[src/rtl/fpadd_align_shift_r.sv]
// Right-shift aligner for the FP adder: shifts {fA, guard, round} by n using one
// log-shifter stage per cycle, collecting dropped bits into sticky.
module fpadd_align_shift_r #(
  parameter int wE = 4,
  parameter int wF = 5
) (
  input  logic          clk,
  input  logic          rst_n,
  input  logic          in_valid,
  output logic          in_ready,
  input  logic [wF+1:0] fA,
  input  logic [wE:0]   n,
  output logic          out_valid,
  input  logic          out_ready,
  output logic [wF+3:0] fR,
  output logic          sticky
);

  localparam int W      = wF + 4;
  localparam int STAGES = $clog2(W);
  localparam int CW     = (STAGES > 1) ? $clog2(STAGES) : 1;
  localparam logic [CW-1:0]  LAST = CW'(STAGES - 1);
  localparam logic [wE+1:0]  WN   = (wE + 2)'(W);

  typedef enum logic [1:0] {IDLE, SHIFT, DONE} state_t;

  state_t            r_state;
  state_t            w_next;
  logic [W-1:0]      r_work;
  logic              r_sticky;
  logic [wE:0]       r_n;
  logic [CW-1:0]     r_cnt;
  logic              r_fa_nz;

  logic              w_accept;
  logic              w_last;
  logic              w_sat;
  logic [STAGES-1:0] w_nlo;
  int                w_shamt;
  logic [W-1:0]      w_mask;

  assign w_accept = in_valid & in_ready;
  assign w_last   = (r_state == SHIFT) && (r_cnt == LAST);
  assign w_sat    = ({1'b0, r_n} >= WN);
  assign w_nlo    = r_n[STAGES-1:0];
  assign w_shamt  = 1 << r_cnt;
  assign w_mask   = ~({W{1'b1}} << w_shamt);

  assign in_ready  = (r_state == IDLE);
  assign out_valid = (r_state == DONE);
  assign fR        = r_work;
  assign sticky    = r_sticky;

  always_ff @(posedge clk or negedge rst_n) begin
    if (!rst_n) r_state <= IDLE;
    else        r_state <= w_next;
  end

  always_comb begin
    w_next = r_state;
    case (r_state)
      IDLE:    if (w_accept)  w_next = SHIFT;
      SHIFT:   if (w_last)    w_next = DONE;
      DONE:    if (out_ready) w_next = IDLE;
      default:                w_next = IDLE;
    endcase
  end

  always_ff @(posedge clk or negedge rst_n) begin
    if (!rst_n) begin
      r_work   <= '0;
      r_sticky <= 1'b0;
      r_n      <= '0;
      r_cnt    <= '0;
      r_fa_nz  <= 1'b0;
    end else if (w_accept) begin
      r_work   <= {fA, 2'b00};
      r_n      <= n;
      r_sticky <= 1'b0;
      r_cnt    <= '0;
      r_fa_nz  <= |fA;
    end else if (r_state == SHIFT) begin
      // Shift amounts of W or more flush everything into sticky
      if (w_last && w_sat) begin
        r_work   <= '0;
        r_sticky <= r_fa_nz;
      end else if (w_nlo[r_cnt]) begin
        r_work   <= r_work >> w_shamt;
        r_sticky <= r_sticky | (|(r_work & w_mask));
      end
      if (!w_last) r_cnt <= r_cnt + CW'(1);
    end
  end

endmodule

[config.mk]
export PLATFORM = sky130hd
export DESIGN_NAME = fpadd_align_shift_r
export DESIGN_NICKNAME = d
export VERILOG_FILES = /design/src/rtl/fpadd_align_shift_r.sv
export SDC_FILE = /design/constraint.sdc
export NUM_CORES = 1
export LEC_CHECK = 0
export CAP_MARGIN = 20
export CORE_UTILIZATION = 30
export CTS_CLUSTER_SIZE = 12
export DETAILED_ROUTE_END_ITERATION = 6
export DONT_BUFFER_PORTS = 1
export SETUP_SLACK_MARGIN = 0.02
export SLEW_MARGIN = 5
export SYNTH_ARGS = -nofsm -noshare
export SYNTH_HDL_FRONTEND = slang
export SYNTH_SLANG_ARGS = --single-unit
[constraint.sdc]
create_clock -name clk -period 3.4 [get_ports clk]
set_input_delay 0.34 -clock clk [delete_from_list [all_inputs] [get_ports clk]]
set_output_delay 0.34 -clock clk [all_outputs]
set_load 0.005 [all_outputs]
==> results of run 1 <==
## registers in the layout, indices dropped and copies added, names as in the netlist
| name | flops |
|---|---|
| fR | 9 |
| r_state | 2 |
| r_cnt | 2 |
| r_n | 5 |
| sticky | 1 |
| r_fa_nz | 1 |
## worst max-delay path: stages, from the launching register on
cell,delay [ns]
sky130_fd_sc_hd__dfrtp_1,0.45
sky130_fd_sc_hd__inv_1,0.13
sky130_fd_sc_hd__ha_1,0.53
sky130_fd_sc_hd__mux2_2,0.41
sky130_fd_sc_hd__a221oi_1,0.25
sky130_fd_sc_hd__a2111oi_0,0.11
sky130_fd_sc_hd__a31o_2,0.28
## power by group through the flow
stage / clock network, uW / registers, uW / logic (uW)
floorplan: 0 / 454 / 756
global placement: 0 / 501 / 883
detailed placement: 0 / 507 / 905
CTS: 191 / 502 / 915
global route: 204 / 529 / 1020
finish: 188 / 501 / 924
## per-stage QoR
step	hold WS, ns	std cells	util, %
after floorplan	0.04441	145	-
after global placement	0.04483	191	32.54
after detailed placement	0.04479	191	32.54
after CTS	0.1812	196	34.01
after global routing	0.1825	197	34.35
final	0.1807	197	34.35
## layout make-up
| cell class | instances | area [um2] |
|---|---|---|
| Fill cell | 440 | 2898 |
| Inverter | 7 | 26.28 |
| Sequential cell | 20 | 500.5 |
| Clock buffer | 4 | 55.05 |
| Tap cell | 52 | 65.06 |
| Timing Repair Buffer | 3 | 32.53 |
| Multi-Input combinational cell | 111 | 837.1 |
## cells by family after synthesis
| logic type | share of synthesized area [%] |
|---|---|
| buf+inv | 3.954 |
| mux | 13.39 |
| compound gates | 19.86 |
| simple gates | 21.47 |
| flops | 35.94 |
| fa+ha+maj | 5.391 |
## cells in the final DEF (no fill, tap or decap), types with 2 or more instances in the layout
cell                        instances
sky130_fd_sc_hd__mux2i_1            4
sky130_fd_sc_hd__or4_1              2
sky130_fd_sc_hd__nand2b_1           4
sky130_fd_sc_hd__a2111oi_0          2
sky130_fd_sc_hd__ha_1               6
sky130_fd_sc_hd__inv_1              7
sky130_fd_sc_hd__o21a_1             2
sky130_fd_sc_hd__a311o_1            4
sky130_fd_sc_hd__clkbuf_8           4
sky130_fd_sc_hd__mux4_2             4
sky130_fd_sc_hd__a22o_1             2
sky130_fd_sc_hd__mux2_2             5
sky130_fd_sc_hd__and2_1             4
sky130_fd_sc_hd__nor2b_1            6
sky130_fd_sc_hd__dfrtp_1           20
sky130_fd_sc_hd__o31ai_1            4
sky130_fd_sc_hd__nor3_1             6
sky130_fd_sc_hd__o21ai_0            2
sky130_fd_sc_hd__nor4_1             4
sky130_fd_sc_hd__nand2_1           22
sky130_fd_sc_hd__o211a_1            2
sky130_fd_sc_hd__nor2_1             5
sky130_fd_sc_hd__a21oi_1            3
sky130_fd_sc_hd__a31o_1             2
## routing by layer
metal,GRT usage [%],vias up
li1,-,545
met1,20.22,571
met2,24.04,44
met3,2.309,7
met4,7.778,0
met5,0,-
## path summary, 6_finish.rpt
kind / cells after the start / to / start
setup / recovery: 6 / fR[1] / r_cnt[0]
setup reg to reg: 6 / fR[1] / r_cnt[0]
max in group asynchronous: 2 / r_n[4] / rst_n
hold / removal: 2 / r_n[2] / n[2]
hold reg to reg: 2 / r_n[0] / r_n[0]
min in group asynchronous: 1 / fR[3] / rst_n
==> results.sh, run 1 <==
export IMPL_viasPerCell=5.924
export IMPL_period_minus_slack_ns=2.272
export IMPL_rsz0062_at_grt="no"
export IMPL_crit_type="reg -> reg"
export IMPL_clkTransAtPathRegs_ns=0.08
export IMPL_final_setup_fails=0
export IMPL_clkPwrFrac_pct=11.7
export IMPL_critical_path_required_time_ns=3.56
export IMPL_residual_overflow_from_global_routing=0
export IMPL_synth_cells_most_frequent="sky130_fd_sc_hd__nand2_1, sky130_fd_sc_hd__dfrtp_1, sky130_fd_sc_hd__inv_1"
export IMPL_worstPathMaxFanout=13
export IMPL_dpl_cell_area_mm2=0.001436
export IMPL_r2r_setup_slack_ns=1.13
export IMPL_cts_root_buf="sky130_fd_sc_hd__clkbuf_8"
export IMPL_holdBufCountCts=1
export IMPL_timing_setup_tns_ns=0
export IMPL_leakagePower_uw=0.0006470
export IMPL_met3_length_um=182
export IMPL_insertedDiodeCount=0
export IMPL_maxUsedRoutingLayer="met4"
export IMPL_power_net_switching_uw=735.0
export IMPL_std_cell_rows=24
export IMPL_count_of_flip_flops_with_a_built_in_enable_after_synthesis=0
export IMPL_timing_final_max_slew_violations=0
export IMPL_yosysTopAreaCell="sky130_fd_sc_hd__dfrtp_1"
export IMPL_die_w_um=70.13
export IMPL_num_io_pins=28
export IMPL_floorplan_die_area_mm2=0.004918
export IMPL_drtIter0Drc=37
export IMPL_outcome="finished clean"
export IMPL_placeableCoreArea_mm2=0.004414
export IMPL_p_int_uw=878.2
export IMPL_wl_met2_um=1704
export IMPL_clockBufferDepth=2
export IMPL_synth_top_area_share_pct=35.94
export IMPL_grt_pass1_vias=1184
export IMPL_clock_fmax_ghz=0.4401
export IMPL_clock_sinks=20
export IMPL_ctsHtreeMaxLevel=1
export IMPL_post_place_ws_ns=1.168
export IMPL_grt_max_degree=21
export IMPL_synthesis_nets=167
export IMPL_power_frac_seq_pct=31.1
export IMPL_totalPowerFinal_uw=1613
export IMPL_route_antenna_remaining_nets=0
export IMPL_numCtsBuffers=3
export IMPL_yosys_warnings=0
export IMPL_tritoncts_clock_tree="built"
export IMPL_seq_total_area_yosys_pct=35.94
export IMPL_final_period_utilization_pct=66.82
export IMPL_syn_to_final_growth_pct=8.895
export IMPL_fin_area_mm2=0.001516
export IMPL_post_route_drc_count=0
export IMPL_postRouteWirelength_um=3460
export IMPL_layout_nets=168
export IMPL_post_cts_setup_buffer_count=0
export IMPL_synthMostInstantiatedCell="sky130_fd_sc_hd__nand2_1"
export IMPL_synth_async_reset_ratio_pct=100.0
export IMPL_post_dp_hpwl_um=2572
export IMPL_grt_antenna_before_repair=0
export IMPL_count_of_vias_placed_by_the_detailed_router=1167
export IMPL_per_cell_routed_wire_length_um=17.56
export IMPL_skew_ns=0.001362
export IMPL_finalWeightedCongestion=0.8507
export IMPL_worst_ir_drop_vdd_mv=0.4664
export IMPL_min_path_type="in -> reg"
export IMPL_worstPathArrival_ns=2.43
export IMPL_power_switching_share_pct=45.56
export IMPL_synth_area_top_cells="sky130_fd_sc_hd__dfrtp_1, sky130_fd_sc_hd__mux4_2, sky130_fd_sc_hd__nand2_1"
export IMPL_mappedNetlistArea_mm2=0.001393
export IMPL_postCtsResizedCells=0
export IMPL_starting_density_pct=31.55
export IMPL_grt_first_pass_wirelength_um=5968
export IMPL_max_slew_margin_rel_pct=62.08
export IMPL_maxCapViolations=0
export IMPL_syn_instance_count=145
export IMPL_yosysUniqueCellTypes=41
export IMPL_comb_power_share_pct=57.3
export IMPL_routed_length_on_met1_um=1491
export IMPL_timing_final_ws_setup_ns=1.128
export IMPL_synth_avg_cell_area_um2=9.604
export IMPL_buffer_ports_inserted=0
export IMPL_power_per_cell_area_mw_per_mm2=1064
export IMPL_synth_seq_cells=20
export IMPL_drive_above_1_share_pct=13.10
export IMPL_fp_dieH_um=70.13
export IMPL_finalHoldViolations=0
export IMPL_worstMarginPinSlew_ns=0.5688
export IMPL_drt_pre_antenna_iters=4
export IMPL_clock_latency_ns=0.26
export IMPL_grt_usage_pct=15.24
export IMPL_setup_worst_path_end_class="flip-flop"
export IMPL_startpoint_type="flip-flop"
export IMPL_synth_flop_cell="sky130_fd_sc_hd__dfrtp_1"
Power figures use the tool's default switching activity.
==> inputs of run 2 (changes only) <==
clock period = 2.35 ns   (was 3.4 ns; I/O delays follow)
==> run 2 against run 1 <==
Sequential power is 42% higher. Global-route usage increased by 0.066 points. Routed wire length up 3.3%. Sequential share of layout area decreased by 0.64 points. Setup slack got worse by 0.96 ns. Combinational power increased by 53%. Core utilization grew 0.68 points. Worst hold slack worse by 0.10 ns. Critical endpoint is now fR[4].
==> results.sh, run 2 (same netlist as run 1, synthesis figures left out) <==
export IMPL_outcome="finished clean"
export IMPL_clkPwrFrac_pct=11.3
export IMPL_std_cell_rows=24
export IMPL_crit_type="reg -> reg"
export IMPL_per_cell_routed_wire_length_um=17.78
export IMPL_grt_antenna_before_repair=0
export IMPL_power_per_cell_area_mw_per_mm2=1549
export IMPL_clock_fmax_ghz=0.4575
export IMPL_worstPathArrival_ns=2.34
export IMPL_final_setup_fails=0
export IMPL_skew_ns=0.002846
export IMPL_final_period_utilization_pct=93.01
export IMPL_buffer_ports_inserted=0
export IMPL_hold_start="n[0]"
export IMPL_worst_ir_drop_vdd_mv=0.8510
export IMPL_critical_path_required_time_ns=2.51
export IMPL_drtIter0Drc=67
export IMPL_viasPerCell=5.975
export IMPL_min_path_type="in -> reg"
export IMPL_route_antenna_remaining_nets=0
export IMPL_worstMarginPinSlew_ns=0.6142
export IMPL_placeableCoreArea_mm2=0.004414
export IMPL_tritoncts_clock_tree="built"
export IMPL_worstPathMaxFanout=13
export IMPL_fp_dieH_um=70.13
export IMPL_clock_sinks=20
export IMPL_starting_density_pct=31.55
export IMPL_drt_pre_antenna_iters=4
export IMPL_post_route_drc_count=0
export IMPL_startpoint_type="flip-flop"
export IMPL_insertedDiodeCount=0
export IMPL_timing_final_max_slew_violations=0
export IMPL_syn_to_final_growth_pct=11.05
export IMPL_die_w_um=70.13
export IMPL_cp_startpoint="r_cnt[0]"
export IMPL_post_dp_hpwl_um=2555
export IMPL_num_io_pins=28
export IMPL_period_minus_slack_ns=2.186
export IMPL_power_frac_seq_pct=29.7
export IMPL_layout_nets=172
export IMPL_grt_usage_pct=15.31
export IMPL_cts_root_buf="sky130_fd_sc_hd__clkbuf_8"
export IMPL_p_int_uw=1313
export IMPL_numCtsBuffers=3
export IMPL_power_switching_share_pct=45.20
export IMPL_comb_power_share_pct=59.0
export IMPL_hold_worst_slack_ns=0.07661
export IMPL_maxCapViolations=0
export IMPL_grt_max_degree=21
export IMPL_drive_above_1_share_pct=15.44
export IMPL_setup_worst_path_end_class="flip-flop"
export IMPL_clock_latency_ns=0.26
export IMPL_finalWeightedCongestion=0.9015
export IMPL_rsz0062_at_grt="no"
export IMPL_grt_first_pass_wirelength_um=6003
export IMPL_count_of_vias_placed_by_the_detailed_router=1201
export IMPL_power_net_switching_uw=1083
export IMPL_ctsHtreeMaxLevel=1
export IMPL_leakagePower_uw=0.0006669
export IMPL_clockBufferDepth=2
export IMPL_clkTransAtPathRegs_ns=0.08
export IMPL_finalHoldViolations=0
export IMPL_largest_register_ff_count=9
export IMPL_postRouteWirelength_um=3573
export IMPL_grt_pass1_vias=1207
export IMPL_postCtsResizedCells=0
export IMPL_timing_setup_tns_ns=0
export IMPL_floorplan_die_area_mm2=0.004918
export IMPL_reg2reg_from="r_cnt[0]"
export IMPL_post_route_util_pct=35.03
export IMPL_layout_cells_most_common_list="sky130_fd_sc_hd__nand2_1, sky130_fd_sc_hd__dfrtp_1, sky130_fd_sc_hd__inv_1"
export IMPL_commonest_non_fill_non_tap_cell_in_the_layout="sky130_fd_sc_hd__nand2_1"
export IMPL_residual_overflow_from_global_routing=0
export IMPL_max_slew_margin_rel_pct=58.95
==> run 2: changes by cell type in the layout (fill, tap and decap cells not counted), sizes merged <==
cell / before / now
buf: 2 / 6
==> run 2: power by group through the flow <==
stage / Clock (uW) / Combinational [uW] / Sequential [uW]
floorplan: 0 / 1090 / 657
global placement: 0 / 1360 / 701
detailed placement: 0 / 1380 / 715
CTS: 274 / 1400 / 707
global route: 296 / 1550 / 741
finish: 270 / 1410 / 711
==> run 2: layout make-up <==
class,count,area [um2]
Multi-Input combinational cell,111,837.1
Sequential cell,20,500.5
Inverter,7,26.28
Timing Repair Buffer,7,62.56
Clock buffer,4,55.05
Tap cell,52,65.06
Fill cell,431,2868
==> run 2: what timing repair did <==
| action | CTS | global route |
|---|---|---|
| setup endpoints to repair | 0 | 0 |
| buffers inserted | 0 | 0 |
| endpoints found under the hold margin | 20 | 0 |
| hold buffers | 1 | 0 |
==> run 2: final timing paths <==
kind                       slack, ns  cells past startpoint        to
hold reg to reg                 0.55                      2    r_n[1]
min in group asynchronous       0.38                      1     fR[3]
hold / removal                  0.08                      2    r_n[0]
setup reg to reg                0.16                      6     fR[4]
max in group asynchronous       1.51                      2  r_cnt[1]
setup / recovery                0.16                      6     fR[4]
==> run 2: stage by stage <==
step | worst slack [ns] | instance area (um2) | power, uW | std cells
6_report | 0.1643 | 1546 | 2396 | 201
5_1_grt | 0.02643 | 1546 | 2587 | 201
4_1_cts | 0.1931 | 1531 | 2377 | 200
3_5_place_dp | 0.2061 | 1466 | 2096 | 195
3_3_place_gp | 0.3113 | 1466 | 2062 | 195
2_1_floorplan | 0.3545 | 1393 | 1751 | 145
==> run 2: critical path: stages, from the launching register on <==
cell	delay, ns
sky130_fd_sc_hd__dfrtp_1	0.38
sky130_fd_sc_hd__inv_1	0.11
sky130_fd_sc_hd__ha_1	0.53
sky130_fd_sc_hd__mux4_2	0.60
sky130_fd_sc_hd__a21oi_1	0.19
sky130_fd_sc_hd__o31ai_1	0.09
sky130_fd_sc_hd__a31o_1	0.19
==> run 2: metal layers <==
metal | vias to the layer above | track usage (%) | share of wire, %
li1 | 556 | - | -
met1 | 588 | 19.51 | 43
met2 | 48 | 23.93 | 48
met3 | 9 | 3.030 | 6.3
met4 | 0 | 9.111 | 2.8
met5 | - | 0 | 0
